### config.mk
export PLATFORM = sky130hd
export DESIGN_NAME = mem_arbiter
export DESIGN_NICKNAME = d
export VERILOG_FILES = /design/src/rtl/mem_arbiter.sv
export SDC_FILE = /design/constraint.sdc
export NUM_CORES = 1
export LEC_CHECK = 0
export CAP_MARGIN = 40
export CELL_PAD_IN_SITES_DETAIL_PLACEMENT = 2
export CELL_PAD_IN_SITES_GLOBAL_PLACEMENT = 2
export CORE_MARGIN = 5
export CORE_UTILIZATION = 30
export CTS_BUF_LIST = sky130_fd_sc_hd__clkbuf_4 sky130_fd_sc_hd__clkbuf_8
export DETAILED_ROUTE_END_ITERATION = 12
export PLACE_DENSITY = 0.88
export RECOVER_POWER = 25
export SETUP_SLACK_MARGIN = 0.4
export SYNTH_ARGS = -nofsm -noshare
export SYNTH_HDL_FRONTEND = slang
export SYNTH_SLANG_ARGS = --single-unit
### constraint.sdc
create_clock -name clk -period 3 [get_ports clk]
set_clock_uncertainty 0.2 [all_clocks]
set_input_delay 0.45 -clock clk [delete_from_list [all_inputs] [get_ports clk]]
set_output_delay 0.45 -clock clk [all_outputs]
set_load 0.02 [all_outputs]
### src/rtl/mem_arbiter.sv
// rtl/mem_arbiter.sv - fetch/load-store memory bus arbiter, one bus transaction outstanding
//
// Purpose: merges the IFU fetch port and the LSU access port onto one request/ack,
// response-valid memory bus. Each requester has a single-entry command latch. While
// both requesters want the bus, grants alternate.
//
// Ports:
//   clk, nrst                  clock, asynchronous active-low reset
//   i_ifu_addr, i_ifu_rd       fetch command (one-cycle pulse, word aligned)
//   o_ifu_busy                 fetch outstanding
//   o_ifu_rdat                 last fetched word
//   o_ifu_err_align            one-cycle pulse for a misaligned fetch
//   o_ifu_err_bus              one-cycle pulse for a fetch bus error
//   i_lsu_addr, i_lsu_cmd      load/store command (one-cycle pulse)
//   i_lsu_rnw, i_lsu_wdat      direction and write data
//   i_lsu_be                   byte enables
//   o_lsu_busy                 access outstanding
//   o_lsu_rdat                 last read data
//   o_lsu_err_bus              one-cycle pulse for a bus error
//   o_bus_req, o_bus_addr      bus command valid and address
//   o_bus_wdat, o_bus_be       bus write data and byte enables
//   o_bus_rnw                  bus direction
//   i_bus_ack                  command accepted
//   i_bus_rsp_valid            response valid
//   i_bus_rsp_err, i_bus_rdat  response error flag and read data
module mem_arbiter #(
  parameter int ADDR_WIDTH = 32,
  parameter int DATA_WIDTH = 32
) (
  input  logic                    clk,
  input  logic                    nrst,
  input  logic [ADDR_WIDTH-1:0]   i_ifu_addr,
  input  logic                    i_ifu_rd,
  output logic                    o_ifu_busy,
  output logic [DATA_WIDTH-1:0]   o_ifu_rdat,
  output logic                    o_ifu_err_align,
  output logic                    o_ifu_err_bus,
  input  logic [ADDR_WIDTH-1:0]   i_lsu_addr,
  input  logic                    i_lsu_cmd,
  input  logic                    i_lsu_rnw,
  input  logic [DATA_WIDTH-1:0]   i_lsu_wdat,
  input  logic [DATA_WIDTH/8-1:0] i_lsu_be,
  output logic                    o_lsu_busy,
  output logic [DATA_WIDTH-1:0]   o_lsu_rdat,
  output logic                    o_lsu_err_bus,
  output logic [ADDR_WIDTH-1:0]   o_bus_addr,
  output logic [DATA_WIDTH-1:0]   o_bus_wdat,
  output logic [DATA_WIDTH/8-1:0] o_bus_be,
  output logic                    o_bus_rnw,
  output logic                    o_bus_req,
  input  logic                    i_bus_ack,
  input  logic                    i_bus_rsp_valid,
  input  logic                    i_bus_rsp_err,
  input  logic [DATA_WIDTH-1:0]   i_bus_rdat
);

  localparam int BE_WIDTH = DATA_WIDTH / 8;

  typedef enum logic [2:0] {
    IDLE,
    IFU_REQ,
    IFU_RSP,
    LSU_REQ,
    LSU_RSP
  } state_t;

  state_t state, state_nx;

  logic                  ifu_pend;
  logic [ADDR_WIDTH-1:0] ifu_addr_q;
  logic                  lsu_pend;
  logic [ADDR_WIDTH-1:0] lsu_addr_q;
  logic                  lsu_rnw_q;
  logic [DATA_WIDTH-1:0] lsu_wdat_q;
  logic [BE_WIDTH-1:0]   lsu_be_q;
  logic                  last_lsu;   // 1 when the LSU received the most recent grant

  logic ifu_misalign;
  logic ifu_accept;
  logic lsu_accept;
  logic ifu_want;
  logic lsu_want;
  logic grant_lsu;
  logic arb_now;

  // A pulse from a requester that is already pending is dropped outright,
  // including a misaligned one (no alignment error for a dropped pulse).
  assign ifu_misalign = (i_ifu_addr[1:0] != 2'b00);
  assign ifu_accept   = i_ifu_rd & ~ifu_pend & ~ifu_misalign;
  assign lsu_accept   = i_lsu_cmd & ~lsu_pend;

  // Arbitration sees a pulse on the same edge it is latched, so an idle
  // arbiter raises o_bus_req the cycle after the pulse.
  assign ifu_want  = ifu_pend | ifu_accept;
  assign lsu_want  = lsu_pend | lsu_accept;
  assign grant_lsu = lsu_want & (~ifu_want | ~last_lsu);
  assign arb_now   = (state == IDLE) & (ifu_want | lsu_want);

  assign o_ifu_busy = ifu_pend;
  assign o_lsu_busy = lsu_pend;

  always_ff @(posedge clk or negedge nrst) begin
    if (!nrst) begin
      state <= IDLE;
    end else begin
      state <= state_nx;
    end
  end

  always_comb begin
    state_nx   = state;
    o_bus_req  = 1'b0;
    o_bus_addr = '0;
    o_bus_wdat = '0;
    o_bus_be   = '0;
    o_bus_rnw  = 1'b0;
    case (state)
      IDLE: begin
        if (ifu_want | lsu_want) begin
          state_nx = grant_lsu ? LSU_REQ : IFU_REQ;
        end
      end
      IFU_REQ: begin
        o_bus_req  = 1'b1;
        o_bus_addr = ifu_addr_q;
        o_bus_be   = '1;
        o_bus_rnw  = 1'b1;
        if (i_bus_ack) begin
          state_nx = IFU_RSP;
        end
      end
      IFU_RSP: begin
        if (i_bus_rsp_valid) begin
          state_nx = IDLE;
        end
      end
      LSU_REQ: begin
        o_bus_req  = 1'b1;
        o_bus_addr = lsu_addr_q;
        o_bus_wdat = lsu_wdat_q;
        o_bus_be   = lsu_be_q;
        o_bus_rnw  = lsu_rnw_q;
        if (i_bus_ack) begin
          state_nx = LSU_RSP;
        end
      end
      LSU_RSP: begin
        if (i_bus_rsp_valid) begin
          state_nx = IDLE;
        end
      end
      default: state_nx = IDLE;
    endcase
  end

  always_ff @(posedge clk or negedge nrst) begin
    if (!nrst) begin
      ifu_pend        <= 1'b0;
      ifu_addr_q      <= '0;
      lsu_pend        <= 1'b0;
      lsu_addr_q      <= '0;
      lsu_rnw_q       <= 1'b0;
      lsu_wdat_q      <= '0;
      lsu_be_q        <= '0;
      last_lsu        <= 1'b0;
      o_ifu_rdat      <= '0;
      o_lsu_rdat      <= '0;
      o_ifu_err_align <= 1'b0;
      o_ifu_err_bus   <= 1'b0;
      o_lsu_err_bus   <= 1'b0;
    end else begin
      o_ifu_err_align <= i_ifu_rd & ~ifu_pend & ifu_misalign;
      o_ifu_err_bus   <= 1'b0;
      o_lsu_err_bus   <= 1'b0;

      if (ifu_accept) begin
        ifu_pend   <= 1'b1;
        ifu_addr_q <= i_ifu_addr;
      end
      if (lsu_accept) begin
        lsu_pend   <= 1'b1;
        lsu_addr_q <= i_lsu_addr;
        lsu_rnw_q  <= i_lsu_rnw;
        lsu_wdat_q <= i_lsu_wdat;
        lsu_be_q   <= i_lsu_be;
      end

      if (arb_now) begin
        last_lsu <= grant_lsu;
      end

      // Completion never coincides with an accept for the same requester:
      // the requester is pending throughout its own transaction.
      if ((state == IFU_RSP) && i_bus_rsp_valid) begin
        ifu_pend      <= 1'b0;
        o_ifu_rdat    <= i_bus_rsp_err ? '0 : i_bus_rdat;
        o_ifu_err_bus <= i_bus_rsp_err;
      end
      if ((state == LSU_RSP) && i_bus_rsp_valid) begin
        lsu_pend      <= 1'b0;
        o_lsu_err_bus <= i_bus_rsp_err;
        if (lsu_rnw_q) begin
          o_lsu_rdat <= i_bus_rsp_err ? '0 : i_bus_rdat;
        end
      end
    end
  end

endmodule

; ---- Word level (Yosys, flattened, before mapping)
; Cells that the tools add are included.
[word_totals]
output_inout_bits = 139
register_bits = 174
elab_cells = 65
inputBits = 140
[classes]
n_mux = 18
n_eq_ne = 8
n_reduce_logical = 10
n_bitwise = 15
[op_table]
columns = op, count
row1 = 32-bit 2-to-1 mux, 2
row2 = 32-bit one-hot mux with 2 select lines, 1
row3 = 3-bit 2-to-1 mux, 4
row4 = 3-bit one-hot mux with 4 select lines, 1
row5 = 4-bit one-hot mux with 2 select lines, 1
row6 = 1-bit 2-to-1 mux, 7
row7 = 1-bit bitwise AND, 6
row8 = 3-bit by 2-bit == test with 1-bit output (second input constant), 2
row9 = 2-bit nonzero test, 3
row10 = 1-bit NOT, 5
row11 = 2-bit by 1-bit != test with 1-bit output (second input constant), 2
row12 = 2-bit != test (second input constant), 2
row13 = 1-bit bitwise OR, 4
row14 = 4-bit AND reduction, 1
row15 = 2-bit OR reduction, 2
row16 = 3-bit by 1-bit == test with 1-bit output (second input constant), 1
row17 = 3-bit == test (second input constant), 1
row18 = 3-bit zero test, 1
row19 = 1-bit logical AND, 2
row20 = 2-bit 2-to-1 mux, 1
row21 = 1-bit one-hot mux with 2 select lines, 1
row22 = 2-bit AND reduction, 1

; ---- Longest topological paths before layout
; Gate-level depths: netlist of run 1.
[depth]
word_depth = 10
depth_mapped = 6
depth_no_buf = 4

; ---- Worst setup path after synthesis of run 1
; OpenSTA, ideal clock, no wires.
[synth_timing]
kind = register to output
startpoint = reg state[2]
endpoint = out o_bus_wdat[22]
setup_slack_ns = 0.977
required_time_ns = 2.350
arrival_ns = 1.373
n_path_buf = 1
stages_incl_launch_ff = 5
cell_sequence = dfrtp_1 -> nand2b_1 -> inv_1 -> clkbuf_1 -> and3_1
[synth_between]
elab_chain_cells = 2
[synth_lines]
columns = item, line
row1 = from (decl), 67  ; state_t state, state_nx;
row2 = from (signal assigned), 106  ; state <= state_nx;
row3 = 3-bit by 2-bit == test with 1-bit output, 117  ; case (state)
row4 = 32-bit 2-to-1 mux, 117
row5 = to (decl), 47  ; output logic [DATA_WIDTH-1:0] o_bus_wdat,
; Every way passes these cells.

; ---- Worst setup path in the final report of run 1
[layout_timing]
startpoint = reg state[2]
endpoint = out o_bus_wdat[5]
; Same word-level chain as after synthesis.

==> flow_summary.toml, run 1 <==
[outcome]
status = "finished clean"

[drt]
drc = 0
wl_met1_um = 9950
met2_length_um = 14300
highest-signal-layer = "met5"
via_count = 5802
drt_iter0_markers = 157
dr.pass1.iters = 4
antenna_left = 0
dr_wl_met3_um = 2380
wl_um = 27100
vias_per_cell = 4.74
wl_per_cell_um = 22.1

[sta]
tightestPinTransition_ns = 1.44
tns_ns = 0
grt_setup_unrepaired = "yes"
setup_viol = 0
period_minus_slack_ns = 2.49
fmaxAchievable_mhz = 402
min_period_over_period_pct = 83.0
final_max_slew_viol_count = 0
slew_headroom_pct = 4.15
holdWs_ns = 0.288
hold_viol_final = 0
finalWorstSetupSlack_ns = 0.511

[yosys]
yosys.area_share.adder_pct = 0
synthMuxAreaShare_pct = 19.2
syn_area_um2 = 7240
ys_seq_area_share_pct = 60.2
yosys.area_share.simple_pct = 11.5
syn_inst = 619
synthTopCellsByArea = "dfrtp_1 (60%), mux2_2 (15%), nand2_1 (5.3%)"
yosys-top-cells-count = "dfrtp_1 (174), nand2_1 (102), mux2_2 (94)"
ys_async_sr_fraction_pct = 100
synth.top_cell.area_share_pct = 60.2
synth_area_leader_cell = "dfrtp_1"
synth_seq_cells = 174
synth_compound_area_share_pct = 6.17
synth-edff-count = 0
synth_top_family_by_area = "multiplexers"
synthXorXnorAreaFrac_pct = 0
yosys_most_used_dff = "dfrtp_1"
yosysMostFrequentCell = "dfrtp_1"
yosysWarnings = 0
syn-num-nets = 759
synthDistinctLibCells = 31
synth.avg_cell_area_um2 = 11.7

[clock_tree]
clock_sinks = 174
cts_made_buffers = 17
root_buffer = "clkbuf_8"
clockBufferDepth = 2
cts_max_level = 4
cts_tree = "built"
clk_pin_slew_ns = 0.09
clk_latency_ns = 0.44

[place]
io_buffers = 278
gp_congestion = 0.770
hpwl_um = 19900
place_ws_ns = 0.510
dp.cells = 1190

[finish]
finalNetCount = 1032
syn_to_final_growth_pct = 47.9
stdcell_count = 1225
layout-drive-gt1-share_pct = 20.3

[setup_path]
timing_worst_setup_path_type = "flip-flop to primary output"
worstPathRequired_ns = 2.35
crit_path_start_kind = "flip-flop"
end_kind = "primary output"
crit_arrival_ns = 1.84
r2r-start = "state[1]"
startpoint = "state[2]"
crit_fanout = 33

[min_path]
holdCritPathClass = "flip-flop to flip-flop"
min_from = "o_ifu_rdat[21]"

[global_route]
overflow = 0
antenna_found_initial = 3
grt_max_degree = 75
track_usage_pct = 20.0
grt_pass1_wl_um = 41400
grt_pass1_vias = 6771

[floorplanning]
io_pins = 279
fp.dieH_um = 165
core-area_um2 = 23600
die_x_um = 165
start_util_pct = 30.6
rows = 56
die-area_um2 = 27300

[power_and_ir_drop]
powerDensity_nw_per_um2 = 990
ir_worst_vdd_v = 0.000390
leakage_nw = 4.85
total_power_w = 0.0106

[run]
max_cap_violations = 0
==> layout make-up <==
type | count | area (um^2)
well taps | 319 | 399
inverters | 8 | 30.0
fillers | 2418 | 12900
clock inverters | 13 | 123
clock buffers | 19 | 262
multi-input cells | 395 | 2680
diodes | 1 | 2.50
repair buffers | 296 | 2850
flip-flops and latches | 174 | 4360
==> critical path, stage by stage (launching register included) <==
cell	delay, ns
dfrtp_2	0.45
nand2b_2	0.20
inv_1	0.10
buf_12	0.18
and3_1	0.20
clkdlybuf4s15_2	0.27
==> per-stage QoR <==
stage / util, % / cell area [um^2]
after global routing: 45.3 / 10700
after CTS: 45.8 / 10800
final: 45.3 / 10700
after floorplan: - / 7240
after global placement: 44.2 / 10400
after detailed placement: 44.2 / 10400
==> final timing paths <==
kind                                   to  slack [ns]  depth (start not counted)
hold reg to reg            o_ifu_rdat[21]        0.29                          2
setup / recovery            o_bus_wdat[5]        0.51                          5
setup reg to reg           o_lsu_rdat[29]        0.81                          6
max in group asynchronous     lsu_be_q[2]        0.85                          3
hold / removal             o_ifu_rdat[21]        0.29                          2
min in group asynchronous   o_ifu_rdat[1]        0.66                          2
==> routing by layer <==
metal  GRT usage (%)  vias to the layer above
met5               0                        -
met4            4.95                        6
met3            8.12                       28
met2            36.7                      184
met1            21.4                     2935
li1                -                     2649
==> report_power, final <==
part           switching, W  internal (W)  total [W]
Sequential         0.000662       0.00339    0.00405
Clock              0.000983      0.000656    0.00164
Combinational       0.00267       0.00224    0.00491
==> cells by family (layout without fill, tap and decap cells) <==
logic type             Yosys count  after routing
AOI/OAI and AO/OA               83             83
and+or+nand+nor                185            185
other                            0              1
muxes                          127            127
DFF                            174            174
buffers and inverters           50            336
==> what timing repair did <==
item / CTS / global route
hold endpoints to repair: 46 / 0
gates resized for setup: 96 / 53
hold buffers: 1 / 0
setup endpoints to repair: 70 / 45
setup buffers: 1 / 0
==> state kept, by name, summed over array words and instances (netlist names) <==
name and count:
ifu_addr_q 32, lsu_addr_q 32, lsu_wdat_q 32, o_ifu_rdat 32, o_lsu_rdat 32, lsu_be_q 4, state 3, last_lsu 1
lsu_rnw_q 1, o_ifu_busy 1, o_ifu_err_align 1, o_ifu_err_bus 1, o_lsu_busy 1, o_lsu_err_bus 1
==> cell usage in the layout (no fill, tap or decap), drive strengths merged, types with 5 or more instances in the layout <==
cell and n:
a21oi 5, and3 33, buf 17, clkbuf 47, clkdlybuf4s15 12, clkdlybuf4s50 206
dfrtp 174, dlygate4sd2 31, inv 16, mux2 95, mux2i 32, nand2 102
nor2 38, o21ai 70
Power figures use the tool's default switching activity.
==> run 2: changes to the inputs <==
--- a/config.mk
+++ b/config.mk
@@ -9,10 +9,10 @@
 export CELL_PAD_IN_SITES_DETAIL_PLACEMENT = 2
 export CELL_PAD_IN_SITES_GLOBAL_PLACEMENT = 2
 export CORE_MARGIN = 5
-export CORE_UTILIZATION = 30
+export CORE_UTILIZATION = 25
 export CTS_BUF_LIST = sky130_fd_sc_hd__clkbuf_4 sky130_fd_sc_hd__clkbuf_8
 export DETAILED_ROUTE_END_ITERATION = 12
-export PLACE_DENSITY = 0.88
+export PLACE_DENSITY = 0.78
 export RECOVER_POWER = 25
 export SETUP_SLACK_MARGIN = 0.4
 export SYNTH_ARGS = -nofsm -noshare
==> constraint.sdc (replaced) <==
create_clock -name clk -period 2.1 [get_ports clk]
set_clock_uncertainty 0.2 [all_clocks]
set_input_delay 0.315 -clock clk [delete_from_list [all_inputs] [get_ports clk]]
set_output_delay 0.315 -clock clk [all_outputs]
set_load 0.02 [all_outputs]
==> run 2 against run 1 <==
The run now ends with negative setup slack left. Worst setup slack got worse by 0.68 ns. Design area rose by 14%. Flip-flop and latch count did not move. Die area rose by 19%. Sequential share of layout area fell by 5.1 points. Largest cell class unchanged. Power rose by 71%. Global-route usage fell by 3.7 points. Wire length rose by 12%. Sequential power rose by 47%.
==> flow_summary.toml, run 2 (synthesis gave the netlist of run 1 again) <==
[drt]
drc = 0
drt_iter0_markers = 214
vias_per_cell = 4.54
antenna_left = 0
wl_um = 30300
via_count = 6115
dr.pass1.iters = 4
wl_per_cell_um = 22.5

[clock_tree]
clk_latency_ns = 0.45
clockBufferDepth = 2
cts_tree = "built"
clock_sinks = 174
root_buffer = "clkbuf_8"
clk_pin_slew_ns = 0.12
cts_max_level = 4
cts_made_buffers = 17

[place]
gp_congestion = 0.732
place_ws_ns = -0.0965
hpwl_um = 18700
io_buffers = 278
placed_area_um2 = 10900

[min_path]
holdPathStages = 3
holdCritPathClass = "primary input to flip-flop"
min_from = "i_bus_rdat[30]"

[floorplanning]
die_x_um = 180
fp.dieH_um = 180
core-area_um2 = 28600
io_pins = 279
die-area_um2 = 32500
rows = 62
start_util_pct = 25.3

[power_and_ir_drop]
p_comb_share_pct = 52.4
internal_power_w = 0.0108
ir_worst_vdd_v = 0.000504
powerDensity_nw_per_um2 = 1480
p_seq_share_pct = 32.8
p_sw_w = 0.00735
p_clk_share_pct = 14.7
leakage_nw = 5.38
sw_frac_of_total_pct = 40.5

[finish]
finalNetCount = 1088
fin_area_um2 = 12200
syn_to_final_growth_pct = 69.1
layout-drive-gt1-share_pct = 44.6
regArea_um2 = 4360
layout_common_cells = "dfrtp_1 (172), clkdlybuf4s50_1 (138), nand2_1 (102), mux2_2 (71), o21ai_0 (58)"
final_common_cell = "dfrtp_1"
multi_input_area_um2 = 3190
nFillCells = 2849

[setup_path]
timing_worst_setup_path_type = "flip-flop to primary output"
end_kind = "primary output"
startpoint = "state[1]"
crit_fanout = 7
worstPathRequired_ns = 1.58
crit_arrival_ns = 1.76
ff2ff_path_depth = 6
r2r-start = "state[1]"
crit_path_start_kind = "flip-flop"

[global_route]
overflow = 0
grt_pass1_vias = 6796
grt_max_degree = 71
track_usage_pct = 16.3
grt_pass1_wl_um = 41900
antenna_found_initial = 3

[run]
max_cap_violations = 0

[sta]
hold_viol_final = 0
slew_headroom_pct = 36.1
grt_setup_unrepaired = "yes"
tightestPinTransition_ns = 0.958
setup_viol = 70
fmaxAchievable_mhz = 440
finalWorstSetupSlack_ns = -0.173
tns_ns = -6.03
min_period_over_period_pct = 108
final_max_slew_viol_count = 0
period_minus_slack_ns = 2.27

[outcome]
status = "finished, violations left"
violations = "negative setup slack"
-- run 2: path summary, 6_finish.rpt --
kind / end / slack [ns]
min in group asynchronous: o_lsu_rdat[0] / 0.30
max reg2reg: state[1] / -0.04
min: o_lsu_rdat[30] / 0.21
max in group asynchronous: lsu_addr_q[27] / 0.34
max: o_bus_addr[15] / -0.17
min reg2reg: o_lsu_rdat[23] / 0.29
-- run 2: worst max-delay path: stages, from the launching register on --
cell	delay, ns
dfrtp_2	0.51
clkbuf_16	0.21
buf_12	0.13
mux2i_4	0.18
nor2_2	0.14
buf_6	0.14
-- run 2: through the flow --
stage                     util, %  std cells  total power, W  hold WS [ns]
final                        42.7       1347          0.0182         0.207
after global routing         42.7       1347          0.0192         0.181
after CTS                    40.8       1316          0.0168        0.0677
after detailed placement     38.2       1276          0.0136        0.0412
after global placement       38.2       1276          0.0133        0.0396
after floorplan                 -        619         0.00977        -0.181
-- run 2: metal layers --
layer	global-route usage, %	up-vias	part of all wire, %
met4	3.02	2	1.2
met5	0	-	0.043
met1	19.0	3129	39
met3	6.20	22	6.4
li1	-	2771	-
met2	28.9	191	53
-- run 2: cell type report --
cell class	count	area share, %
Timing Repair Buffer	352	30.3
Clock inverter	15	1.80
Multi-Input combinational cell	395	26.1
Tap cell	384	3.93
Sequential cell	174	35.6
Inverter	8	0.307
Antenna cell	2	0.0409
Clock buffer	17	1.91
-- run 2: power groups by stage --
stage	sequential, W	clock [W]	combinational, W
floorplan	0.00614	0	0.00363
global placement	0.00567	0	0.00763
detailed placement	0.00577	0	0.00784
CTS	0.00580	0.00278	0.00824
global route	0.00616	0.00295	0.0101
finish	0.00596	0.00268	0.00953
-- run 2: repair_timing --
action	in CTS	in global routing
cloned	4	6
hold buffers	1	0
endpoints found under the hold margin	173	0
pin swaps	2	3
resized for setup	558	153
endpoints found under the setup margin	228	217
buffers inserted	3	23
